--- src/rtl/sort_pkg.sv ---
// Shared types for the odd-even transposition sorter.
// FSM state encoding and sort-direction constants.
package sort_pkg;

  typedef enum logic [1:0] {
    IDLE = 2'b00,
    SORT = 2'b01,
    DONE = 2'b10
  } state_t;

  localparam logic MODE_ASC  = 1'b0;
  localparam logic MODE_DESC = 1'b1;

endpackage

--- src/rtl/sort_cmp_swap.sv ---
// Combinational compare-exchange cell carrying an index with its value.
// Strict comparison keeps equal values in their original order.
module sort_cmp_swap
  import sort_pkg::*;
#(
  parameter int W  = 16,
  parameter int IW = 4
) (
  input  logic signed [W-1:0]  a_val,
  input  logic        [IW-1:0] a_idx,
  input  logic signed [W-1:0]  b_val,
  input  logic        [IW-1:0] b_idx,
  input  logic                 mode,
  input  logic                 en,
  output logic signed [W-1:0]  lo_val,
  output logic        [IW-1:0] lo_idx,
  output logic signed [W-1:0]  hi_val,
  output logic        [IW-1:0] hi_idx,
  output logic                 swap
);

  logic gt;
  logic lt;

  assign gt   = a_val > b_val;
  assign lt   = a_val < b_val;
  assign swap = en & ((mode == MODE_DESC) ? lt : gt);

  assign lo_val = swap ? b_val : a_val;
  assign lo_idx = swap ? b_idx : a_idx;
  assign hi_val = swap ? a_val : b_val;
  assign hi_idx = swap ? a_idx : b_idx;

endmodule

--- src/rtl/param_oet_sorter.sv ---
// Parametrised odd-even transposition sorter with index tracking,
// early termination and a valid/ready interface on both sides.
module param_oet_sorter
  import sort_pkg::*;
#(
  parameter  int N  = 10,
  parameter  int W  = 16,
  localparam int IW = $clog2(N),
  localparam int CW = $clog2(N + 1)
) (
  input  logic            clk,
  input  logic            rst_n,
  input  logic            in_valid,
  output logic            in_ready,
  input  logic [N*W-1:0]  in_data,
  input  logic            in_mode,
  output logic            out_valid,
  input  logic            out_ready,
  output logic [N*W-1:0]  out_data,
  output logic [N*IW-1:0] out_index,
  output logic [IW-1:0]   max_index,
  output logic [CW-1:0]   sort_cycles,
  output logic            busy
);

  state_t state_q;
  state_t state_d;

  logic signed [W-1:0]  val_q [N];
  logic signed [W-1:0]  val_d [N];
  logic        [IW-1:0] idx_q [N];
  logic        [IW-1:0] idx_d [N];

  logic          mode_q;
  logic [CW-1:0] ph_q;
  logic          swap_prev_q;
  logic [CW-1:0] cycles_q;
  logic [IW-1:0] max_q;

  logic signed [W-1:0]  lo_v [N-1];
  logic signed [W-1:0]  hi_v [N-1];
  logic        [IW-1:0] lo_i [N-1];
  logic        [IW-1:0] hi_i [N-1];
  logic        [N-2:0]  en;
  logic        [N-2:0]  sw;

  logic accept;
  logic swap_now;
  logic sort_end;

  assign in_ready  = (state_q == IDLE) ||
                     (state_q == DONE && out_ready);
  assign accept    = in_valid && in_ready;
  assign out_valid = (state_q == DONE);
  assign busy      = (state_q == SORT);
  assign swap_now  = |sw;

  // Two swap-free phases in a row mean every pair is in order.
  assign sort_end = (ph_q == CW'(N - 1)) ||
                    (ph_q != '0 && !swap_now && !swap_prev_q);

  for (genvar j = 0; j < N - 1; j++) begin : g_pair
    if (j % 2 == 0) begin : g_even
      assign en[j] = ~ph_q[0];
    end else begin : g_odd
      assign en[j] = ph_q[0];
    end

    sort_cmp_swap #(
      .W (W),
      .IW(IW)
    ) u_cs (
      .a_val (val_q[j]),
      .a_idx (idx_q[j]),
      .b_val (val_q[j+1]),
      .b_idx (idx_q[j+1]),
      .mode  (mode_q),
      .en    (en[j]),
      .lo_val(lo_v[j]),
      .lo_idx(lo_i[j]),
      .hi_val(hi_v[j]),
      .hi_idx(hi_i[j]),
      .swap  (sw[j])
    );
  end

  // At most one of the two pairs touching a slot is enabled per phase.
  for (genvar p = 0; p < N; p++) begin : g_pos
    if (p == 0) begin : g_first
      assign val_d[p] = en[p] ? lo_v[p] : val_q[p];
      assign idx_d[p] = en[p] ? lo_i[p] : idx_q[p];
    end else if (p == N - 1) begin : g_last
      assign val_d[p] = en[p-1] ? hi_v[p-1] : val_q[p];
      assign idx_d[p] = en[p-1] ? hi_i[p-1] : idx_q[p];
    end else begin : g_mid
      assign val_d[p] = en[p]   ? lo_v[p]   :
                        en[p-1] ? hi_v[p-1] : val_q[p];
      assign idx_d[p] = en[p]   ? lo_i[p]   :
                        en[p-1] ? hi_i[p-1] : idx_q[p];
    end
    assign out_data[p*W +: W]    = val_q[p];
    assign out_index[p*IW +: IW] = idx_q[p];
  end

  assign max_index   = max_q;
  assign sort_cycles = cycles_q;

  always_ff @(posedge clk or negedge rst_n) begin
    if (!rst_n) state_q <= IDLE;
    else        state_q <= state_d;
  end

  always_comb begin
    state_d = state_q;
    unique case (state_q)
      IDLE: if (accept) state_d = SORT;
      SORT: if (sort_end) state_d = DONE;
      DONE: begin
        if (accept)         state_d = SORT;
        else if (out_ready) state_d = IDLE;
      end
      default: state_d = IDLE;
    endcase
  end

  always_ff @(posedge clk or negedge rst_n) begin
    if (!rst_n) begin
      for (int i = 0; i < N; i++) begin
        val_q[i] <= '0;
        idx_q[i] <= '0;
      end
      mode_q      <= MODE_ASC;
      ph_q        <= '0;
      swap_prev_q <= 1'b0;
      cycles_q    <= '0;
      max_q       <= '0;
    end else if (accept) begin
      for (int i = 0; i < N; i++) begin
        val_q[i] <= in_data[i*W +: W];
        idx_q[i] <= IW'(i);
      end
      mode_q      <= in_mode;
      ph_q        <= '0;
      swap_prev_q <= 1'b0;
    end else if (state_q == SORT) begin
      for (int i = 0; i < N; i++) begin
        val_q[i] <= val_d[i];
        idx_q[i] <= idx_d[i];
      end
      ph_q        <= ph_q + CW'(1);
      swap_prev_q <= swap_now;
      if (sort_end) begin
        cycles_q <= ph_q + CW'(1);
        max_q    <= (mode_q == MODE_DESC) ? idx_d[0] : idx_d[N-1];
      end
    end
  end

endmodule
--- config.mk ---
export PLATFORM = sky130hd
export DESIGN_NAME = param_oet_sorter
export DESIGN_NICKNAME = d
export VERILOG_FILES = /design/src/rtl/sort_pkg.sv /design/src/rtl/sort_cmp_swap.sv /design/src/rtl/param_oet_sorter.sv
export SDC_FILE = /design/constraint.sdc
export NUM_CORES = 1
export LEC_CHECK = 0
export BUFFER_PORTS_ARGS = -buffer_cell sky130_fd_sc_hd__buf_4
export CAP_MARGIN = 20
export CORE_ASPECT_RATIO = 0.9
export CORE_MARGIN = 3
export CORE_UTILIZATION = 50
export CTS_CLUSTER_DIAMETER = 200
export DETAILED_ROUTE_END_ITERATION = 12
export GPL_TIMING_DRIVEN = 0
export PLACE_DENSITY = 0.89
export SETUP_SLACK_MARGIN = 0.15
export SYNTH_ARGS = -nofsm -noshare
export SYNTH_HDL_FRONTEND = slang
export SYNTH_SLANG_ARGS = --single-unit
export TNS_END_PERCENT = 10
--- constraint.sdc ---
create_clock -name clk -period 3.4 [get_ports clk]
set_clock_uncertainty 0.2 [all_clocks]
set_input_delay 0 -clock clk [delete_from_list [all_inputs] [get_ports clk]]
set_output_delay 0 -clock clk [all_outputs]
set_load 0.02 [all_outputs]
== Word level (Yosys, flattened, before mapping) ==
Index checks and enable logic that the tools add are counted.
Word-level totals
  word-level logic and storage cells: 177
  bits in registers: 216
Cells by class
  $lt $le $gt $ge: 18
  mux-type cells: 79
  eq/ne operators: 11
  add/subtract/negate cells: 1
  bitwise operators: 11
  reductions and logical operators: 31
Operators with widths (number)
  two-way mux 16 bit: 28
  two-way mux 160 bit: 2
  greater-than comparator 16 bit: 9
  < comparator 16 bit: 9
  two-way mux 4 bit: 31
  two-way mux 40 bit: 2
  AND reduction 3 bit: 12
  inequality test 3 x 1 -> 1 bit, second input constant: 5
  nonzero test 3 bit: 5
  two-way mux 1 bit: 11
  AND 1 bit: 9
  OR reduction 9 bit: 1
  two-way mux 2 bit: 4
  case mux 2 bit (3 select lines): 1
  nonzero test 2 bit: 3
  adder 4 x 1 -> 4 bit, second input constant: 1
  == test 4 bit, second input constant: 1
  logical AND 1 bit: 4
  inequality test 2 x 1 -> 1 bit, second input constant: 2
  nonzero test 4 bit: 1
  == test 2 x 1 -> 1 bit, second input constant: 1
  == test 2 bit, second input constant: 1
  zero test 1 bit: 2
  zero test 2 bit: 1
  other kinds (3): 5

== Logic depth before layout (Yosys ltp) ==
Gate-level depths: netlist (run 1).
  depth after elaboration: 10
  depth in mapped cells: 13
  mapped depth without buffers: 11

== Cells and area by module ==
Synthesis (run 1) repeated with hierarchy kept, for this count alone.
Second synthesis, totals
  cells, all modules: 1918
  area total of the unflattened synthesis: 20378.3 sq um
By module, submodules not included
  param_oet_sorter: cells each 959, times used 1, area each 10543.9 sq um, seq. area each 5405.2 sq um
  sort_cmp_swap (g_pair[1].u_cs ...): cells each 107, times used 8, area each 1092.3 sq um, seq. area each 0.0 sq um
  sort_cmp_swap (g_pair[0].u_cs): cells each 103, times used 1, area each 1096.1 sq um, seq. area each 0.0 sq um

== Worst setup path after synthesis (run 1) ==
Ideal clock, no wire load.
  kind: reg2reg
  start point: register val_q (netlist bit out_data[157])
  end point: register idx_q (netlist bit out_index[32])
  slack: 0.032 ns
  stages on the path, launching flop included: 13
  data required time: 3.075 ns
  setup time: 0.125 ns
  clock period less this slack: 3.368 ns
  arrival: 3.043 ns
  path through: dfrtp_1 inv_1 ha_1 a21o_1 a221oi_2 nand2b_1 o31a_1 or3_4 a21oi_4 o21ba_4 o21ai_4 buf_8 mux2_4
On the way
  word-level cells in the longest chain between the ends: 5
Ends and longest elaborated chain
  start: declaration: RTL line param_oet_sorter.sv:29  | logic signed [W-1:0] val_q [N];
  start signal: indexed assignment: RTL line param_oet_sorter.sv:139  | val_q[i] <= in_data[i*W +: W];
  start signal: indexed assignment: RTL line param_oet_sorter.sv:147  | val_q[i] <= val_d[i];
  greater-than comparator 16 bit / < comparator 16 bit (equally long branches): RTL line sort_cmp_swap.sv:25, sort_cmp_swap.sv:26
  two-way mux 1 bit *: RTL line sort_cmp_swap.sv:27  | assign swap = en & ((mode == MODE_DESC) ? lt : gt);
  AND 1 bit *: RTL line sort_cmp_swap.sv:27
  nonzero test 3 bit (no source line) *
  AND reduction 3 bit (no source line) *
  end signal: indexed assignment: RTL line param_oet_sorter.sv:140  | idx_q[i] <= IW'(i);
  end signal: indexed assignment: RTL line param_oet_sorter.sv:148  | idx_q[i] <= idx_d[i];
  end: declaration: RTL line param_oet_sorter.sv:31  | logic [IW-1:0] idx_q [N];
Mark *: on every way between the ends. The rest lies on a longest branch, timed or not.
A chain may end at the register's enable or synchronous reset.

== Worst setup path after layout (run 1) ==
  start point: register val_q (netlist bit out_data[135])
  end point: register max_q[3], in the netlist max_index[3]
On the way
  word-level cells in the longest chain between the ends: 9
Ends and longest elaborated chain
  greater-than comparator 16 bit / < comparator 16 bit (equally long branches): RTL line sort_cmp_swap.sv:25, sort_cmp_swap.sv:26
  two-way mux 1 bit: RTL line sort_cmp_swap.sv:27
  AND 1 bit: RTL line sort_cmp_swap.sv:27
  OR reduction 9 bit: RTL line param_oet_sorter.sv:56  | assign swap_now = |sw;
  zero test 1 bit: RTL line param_oet_sorter.sv:60  | (ph_q != '0 && !swap_now && !swap_prev_q);
  logical AND 1 bit (2 in a row): RTL line param_oet_sorter.sv:60
  logical OR 1 bit: RTL line param_oet_sorter.sv:59  | assign sort_end = (ph_q == CW'(N - 1)) ||
  AND reduction 3 bit (no source line)
  end signal: assignment: RTL line param_oet_sorter.sv:154  | max_q <= (mode_q == MODE_DESC) ? idx_d[0] : idx_d[N-1];
  end: declaration: RTL line param_oet_sorter.sv:38  | logic [IW-1:0] max_q;
Several ways; a longest one is shown, not always the timed one.

==> summary.txt, run 1 <==
Timing
  – RSZ-0062 raised after global routing: yes
  – Final slew viol count: 0
  – Setup-failing EPs final: 68
  – Final cycle utilization of the critical path: 107%
  – Slew @ Worst Pin: 0.960 ns
  – Fmax: 274 MHz
  – Final Hold Viols: 0
  – Relative slew slack: 36.0%
  – Final setup margin: -0.247 ns
  – Final min period: 3.65 ns

Setup path
  – Crit-path cells: inv_1 > ha_1 > a41oi_2 > o21ai_1 > a21o_1 > a31oi_1 > mux2i_1 > mux2i_2 > buf_4 > a32o_2 > a31oi_4 > buf_12 > mux2_1
  – Largest fanout on the critical path: 9
  – Crit path DAT: 3.85 ns
  – Worst Path Required: 3.61 ns
  – WP buf/inv: 3
  – Critical Path Source Type: flip-flop
  – CP top delay family: compound AO/OA/AOI/OAI gates
  – Slowest cell on the critical path: dfrtp_2
  – Worst setup EP type: flip-flop
  – CP Class: reg2reg
  – Crit-path max cell delay: 0.44 ns

Detailed routing
  – Routed len/inst: 25.8 um
  – Detailed router's first-iteration violation count: 2739
  – Routed via count: 17645
  – # DRC: 0
  – Post-route antenna net violation count: 0
  – Vias per cell: 6.47
  – Pre-antenna DRT Iters: 10
  – Routed WL: 70.4 mm

Die
  – Die width: 191 um
  – Core area: 30200 um2
  – Effective utilization at floorplan: 51.1%
  – Die Height: 173 um
  – Row cnt: 60
  – DIE AREA: 33000 um2
  – IO Count: 376

Cells and area
  – Nets: 2613
  – Area growth from synthesis to layout: 49.4%
  – Fin area: 23100 um2
  – Register Area: 5530 um2
  – Filler cells: 1753
  – Layout cells sized above 1: 35.4%
  – Multi-input gate area: 9740 um2
  – Non-Filler Instances: 2727

Logic synthesis
  – Most used DFF post-synth: dfrtp_1
  – Synth top cells by count: 299 x mux2i_1, 216 x dfrtp_1, 161 x a21oi_1, 154 x nor2_1, 151 x inv_1
  – Syn avg cell area: 9.43 um2
  – Yosys warns: 0
  – Syn Inst Count: 1637
  – Synth Register Bits: 216
  – Mapped Nets: 1949
  – Cell Area, Synth: 15400 um2
  – Count leader, synth: mux2i_1
  – Synth top area share: 35.0%
  – Synth top area cells: dfrtp_1 35%, mux2i_1 19%, ha_1 12%
  – Area leader, netlist: dfrtp_1
  – EDFF count, synth: 0
  – Share of flip-flops with an asynchronous set or reset: 100%
  – Unique masters post-synth: 67
  – Seq/Total Area, Yosys: 35.0%

Flow run
  – Max-capacitance violation count: 0

Global routing
  – Largest net degree at the start of global routing: 87
  – Grt met3 use: 8.41%
  – Global-route wire length before repair: 98.5 mm
  – Congestion Overflow GR: 0
  – Met2 usage: 60.1%
  – GRT Max-Usage Layer: met2
  – Vias in the first global route: 17195
  – Initial antenna violation count: 5
  – Grt met1 use: 48.1%
  – Tot GR Track Use: 37.9%

CTS
  – Cts bufs inserted: 25
  – Sink Count: 216
  – Clock Path Buffers: 3
  – Latest clock arrival within the worst-skew pair: 0.55 ns
  – CTS tree: done
  – CTS clk-pin slew, worst paths: 0.07 ns
  – CTS H-tree depth: 1
  – Clk root buf: clkbuf_16

Worst hold path
  – Worst min path class: in2reg

Status
  – Status: finished, violations left
  – Failing checks: setup timing

Place
  – Placed insts: 2417
  – Global placer's final weighted congestion: 1.02
  – Dpl hpwl: 45.4 mm
  – Placed Instance Area: 18900 um2
  – Port bufs: 375
## tightest hold or removal path, delay by kind of cell
| family | cells | cell delay (ns) |
|---|---|---|
| AO/OA/AOI/OAI | 1 | 0.06 |
| AND/OR/NAND/NOR | 1 | 0.04 |
| buffers and inverters | 2 | 0.62 |
## state kept, by name, indices dropped and copies added (netlist names)
name / cells
out_data: 160
out_index: 40
max_index: 4
ph_q: 4
sort_cycles: 4
state_q: 2
mode_q: 1
swap_prev_q: 1
## per-layer routing
metal	wire length, um	vias to the layer above
li1	-	7141
met1	24900	8293
met2	31100	1679
met3	9030	532
met4	5430	0
met5	0	-
## cell usage in the layout (no fill, tap or decap), types with 96 or more instances in the layout
| master | count |
|---|---|
| buf_4 | 467 |
| mux2i_1 | 289 |
| ha_1 | 128 |
| dfrtp_1 | 115 |
| dfrtp_2 | 101 |
| dlygate4sd3_1 | 164 |
| a21oi_1 | 148 |
| nor2_1 | 151 |
| inv_1 | 142 |
| nand2_1 | 96 |
## area by class of cell
type	instances	share of cell area (%)
diodes	5	0.0543
plain buffers	87	2.36
clock buffers	38	3.23
clock inverters	7	0.396
inverters	153	2.49
multi-input cells	1181	42.2
flip-flops and latches	216	24.0
well taps	403	2.19
repair buffers	637	23.1
## stage by stage
| stage | hold WS [ns] | TNS [ns] | setup WS (ns) | util (%) |
|---|---|---|---|---|
| 5_1_grt | 0.0538 | -10.39 | -0.304 | 76.4 |
| 3_3_place_gp | 0.00653 | -17.14 | -0.367 | 62.4 |
| 6_report | 0.0330 | -4.72 | -0.247 | 76.4 |
| 2_1_floorplan | -0.496 | 0 | 0.153 | - |
| 4_1_cts | 0.0168 | 0 | 0.0215 | 73.5 |
| 3_5_place_dp | -0.259 | -33.53 | -0.456 | 62.6 |
## kinds of logic after synthesis
family          after synthesis  share of synthesized area [%]
compound gates              318                           12.8
xor+xnor                      3                          0.170
fa+ha+maj                   147                           11.9
buf+inv                     240                           6.13
flops                       216                           35.0
mux                         354                           23.5
simple gates                359                           10.4
## path summary, 6_finish.rpt
check / from / to / slack (ns) / cells after the start
setup / recovery: out_data[135] / max_index[3] / -0.25 / 13
hold / removal: in_data[0] / out_data[0] / 0.03 / 4
setup reg to reg: out_data[135] / max_index[3] / -0.25 / 13
hold reg to reg: sort_cycles[0] / sort_cycles[0] / 0.31 / 1
max in group asynchronous: rst_n / out_data[17] / 1.74 / 5
min in group asynchronous: rst_n / out_data[57] / 0.35 / 4
## timing repair
action / CTS / global route
hold buffers: 165 / 0
pin swaps: 27 / 32
gates cloned: 0 / 1
endpoints found under the setup margin: 214 / 211
hold endpoints to repair: 292 / 0
resized for setup: 180 / 123
buffers inserted: 33 / 61
Power of run 1 is not shown: default switching activity piles up to over one toggle a cycle in this logic, so the estimate is an artifact.
==> run 2, diff against run 1 <==
--- a/config.mk
+++ b/config.mk
@@ -9,11 +9,11 @@
 export CAP_MARGIN = 20
 export CORE_ASPECT_RATIO = 0.9
 export CORE_MARGIN = 3
-export CORE_UTILIZATION = 50
+export CORE_UTILIZATION = 45
 export CTS_CLUSTER_DIAMETER = 200
 export DETAILED_ROUTE_END_ITERATION = 12
 export GPL_TIMING_DRIVEN = 0
-export PLACE_DENSITY = 0.89
+export PLACE_DENSITY = 0.83
 export SETUP_SLACK_MARGIN = 0.15
 export SYNTH_ARGS = -nofsm -noshare
 export SYNTH_HDL_FRONTEND = slang
==> run 2 against run 1 <==
The flow still finishes with violations (setup timing). Final cell count rose by 1.1%. First-iteration DRC count fell by 34%. Worst setup slack got worse by 0.16 ns. Count of clock-buffer cells in the layout did not move. Critical path type unchanged. Largest cell class unchanged. Highest routed layer unchanged.
==> summary.txt, run 2 (synthesized netlist as in run 1, its figures left out) <==
Global routing
  – Vias in the first global route: 16686 (-3.0%)
  – Initial antenna violation count: 2 (-3)
  – Met2 usage: 54.0% (-6.1 points)
  – Largest net degree at the start of global routing: 114 (+31%)
  – Global-route wire length before repair: 96.9 mm (-1.6%)
  – GRT Max-Usage Layer: met2
  – Congestion Overflow GR: 0 (unchanged)
  – Tot GR Track Use: 33.7% (-4.3 points)
  – Grt met3 use: 8.10% (-0.31 points)
  – Grt met1 use: 42.7% (-5.5 points)

Setup path
  – R2R Setup Slk: -0.41 ns (-0.16 ns)
  – Crit-path max cell delay: 0.68 ns (+0.24 ns)
  – Largest fanout on the critical path: 5 (-4)
  – CP top delay family: compound AO/OA/AOI/OAI gates
  – Slowest cell on the critical path: o41ai_1
  – Reg2reg start: out_data[143]
  – Reg2Reg Depth: 11 (-2)
  – Crit path DAT: 4.02 ns (+0.17 ns)
  – WP buf/inv: 2 (-1)
  – CP startpoint: out_data[143]
  – Critical Path Source Type: flip-flop
  – Worst Path Required: 3.61 ns (about the same)
  – Worst setup EP type: flip-flop
  – Levels on crit path: 11 (-2)
  – CP Class: reg2reg
  – Crit-path cells: ha_4 > and4_4 > nand3_1 > o41ai_1 > or3_4 > nand2_1 > o32ai_4 > a31oi_4 > buf_6 > buf_12 > mux2_4

Timing
  – Final min period: 3.81 ns (+0.165 ns)
  – Slew @ Worst Pin: 0.925 ns (-0.0355 ns)
  – Final Hold Viols: 0 (unchanged)
  – Final slew viol count: 0 (unchanged)
  – Setup-failing EPs final: 81 (+19%)
  – Fmax: 262 MHz (-4.3%)
  – Final cycle utilization of the critical path: 112% (+4.8 points)
  – Relative slew slack: 38.4% (+2.4 points)
  – Total Neg Setup Slack: -9.43 ns (-4.71 ns)
  – Final setup margin: -0.412 ns (-0.165 ns)
  – RSZ-0062 raised after global routing: yes

Worst hold path
  – Worst min path class: in2reg
  – Hold path cells: 4 (unchanged)
  – Min-delay src: in_data[29]

Place
  – Dpl hpwl: 45.9 mm (+1.2%)
  – Global placer's final weighted congestion: 0.966 (-5.1%)
  – Placed Instance Area: 19000 um2 (+0.34%)
  – Port bufs: 375 (unchanged)

Status
  – Status: finished, violations left
  – Failing checks: setup timing

Cells and area
  – Commonest non-fill, non-tap cells in the layout: 437 x buf_4, 291 x mux2i_1, 165 x dlygate4sd3_1
  – Layout cells sized above 1: 33.2% (-2.2 points)
  – Filler cells: 2342 (+34%)
  – Max reg flops: 160 (unchanged)
  – Most common cell after layout, fill and taps aside: buf_4
  – Fin area: 22900 um2 (-0.82%)
  – Nets: 2591 (-0.84%)
  – Area growth from synthesis to layout: 48.2%

Detailed routing
  – Pre-antenna DRT Iters: 7 (-3)
  – Routed len/inst: 24.2 um (-6.1%)
  – # DRC: 0 (unchanged)
  – Routed via count: 16801 (-4.8%)
  – Detailed router's first-iteration violation count: 1815 (-34%)
  – Routed WL: 66.8 mm (-5.1%)
  – Vias per cell: 6.10 (-5.8%)
  – Post-route antenna net violation count: 0 (unchanged)

Die
  – Core area: 33300 um2 (+10%)
  – Row cnt: 63 (+5.0%)
  – IO Count: 376 (unchanged)
  – Die width: 201 um (+5.2%)
  – Die Height: 182 um (+5.2%)
  – DIE AREA: 36600 um2 (+11%)
  – Effective utilization at floorplan: 46.3% (-4.9 points)

CTS
  – CTS tree: done
  – Cts bufs inserted: 26 (+4.0%)
  – Clk root buf: clkbuf_16
  – Clock Path Buffers: 3 (unchanged)
  – Sink Count: 216 (unchanged)
  – CTS H-tree depth: 1 (unchanged)
  – Latest clock arrival within the worst-skew pair: 0.55 ns (about the same)
  – CTS clk-pin slew, worst paths: 0.06 ns (about the same)

Flow run
  – Max-capacitance violation count: 0 (unchanged)
-- run 2: changes by cell type in the layout (fill, tap and decap cells not counted), moves of 12 or more --
cell / previous run / this run
o21ai_1: 19 / 7
dfrtp_1: 115 / 127
dfrtp_2: 101 / 89
o21ai_0: 21 / 33
buf_4: 467 / 437
-- run 2: path summary, 6_finish.rpt --
kind | to
setup reg to reg | max_index[1]
max in group asynchronous | out_data[111]
setup / recovery | max_index[1]
hold reg to reg | out_data[152]
hold / removal | out_data[29]
min in group asynchronous | out_index[29]
-- run 2: tightest hold or removal path, cell delays in order --
cell	delay, ns
dlygate4sd3_1	0.53
buf_4	0.10
nand2_1	0.04
o21ai_1	0.05
-- run 2: per-stage QoR --
step | instances | hold slack (ns) | worst slack, ns | utilization, %
2_1_floorplan | 1637 | -0.496 | 0.153 | -
3_3_place_gp | 2467 | 0.00510 | -0.434 | 56.7
3_5_place_dp | 2469 | -0.325 | -0.472 | 56.9
4_1_cts | 2721 | 0.00286 | -0.0903 | 66.8
5_1_grt | 2756 | 0.0278 | -0.362 | 68.6
6_report | 2756 | 0.0225 | -0.412 | 68.6
-- run 2: what timing repair did --
item                                    CTS  global route
endpoints found under the setup margin  212           215
setup buffers                            37            30
cloned                                    1             3
pin swaps                                26            19
hold endpoints to repair                305             0
hold buffers                            166             0
gates resized for setup                 150           112
-- run 2: layer usage --
metal / share of wire [%] / vias up
li1: - / 7108
met1: 38 / 8114
met2: 45 / 1261
met3: 11 / 318
met4: 6.1 / 0
met5: 0 / -
-- run 2: layout make-up --
cell class	instances	area, um2	share of cell area [%]
well taps	455	569	2.49
diodes	2	5.00	0.0219
flip-flops and latches	216	5520	24.1
multi-input cells	1181	9650	42.2
clock inverters	10	75.1	0.328
repair buffers	614	5170	22.6
plain buffers	87	533	2.33
inverters	153	574	2.51
clock buffers	38	777	3.40
Power of run 2 is left out for the same reason.
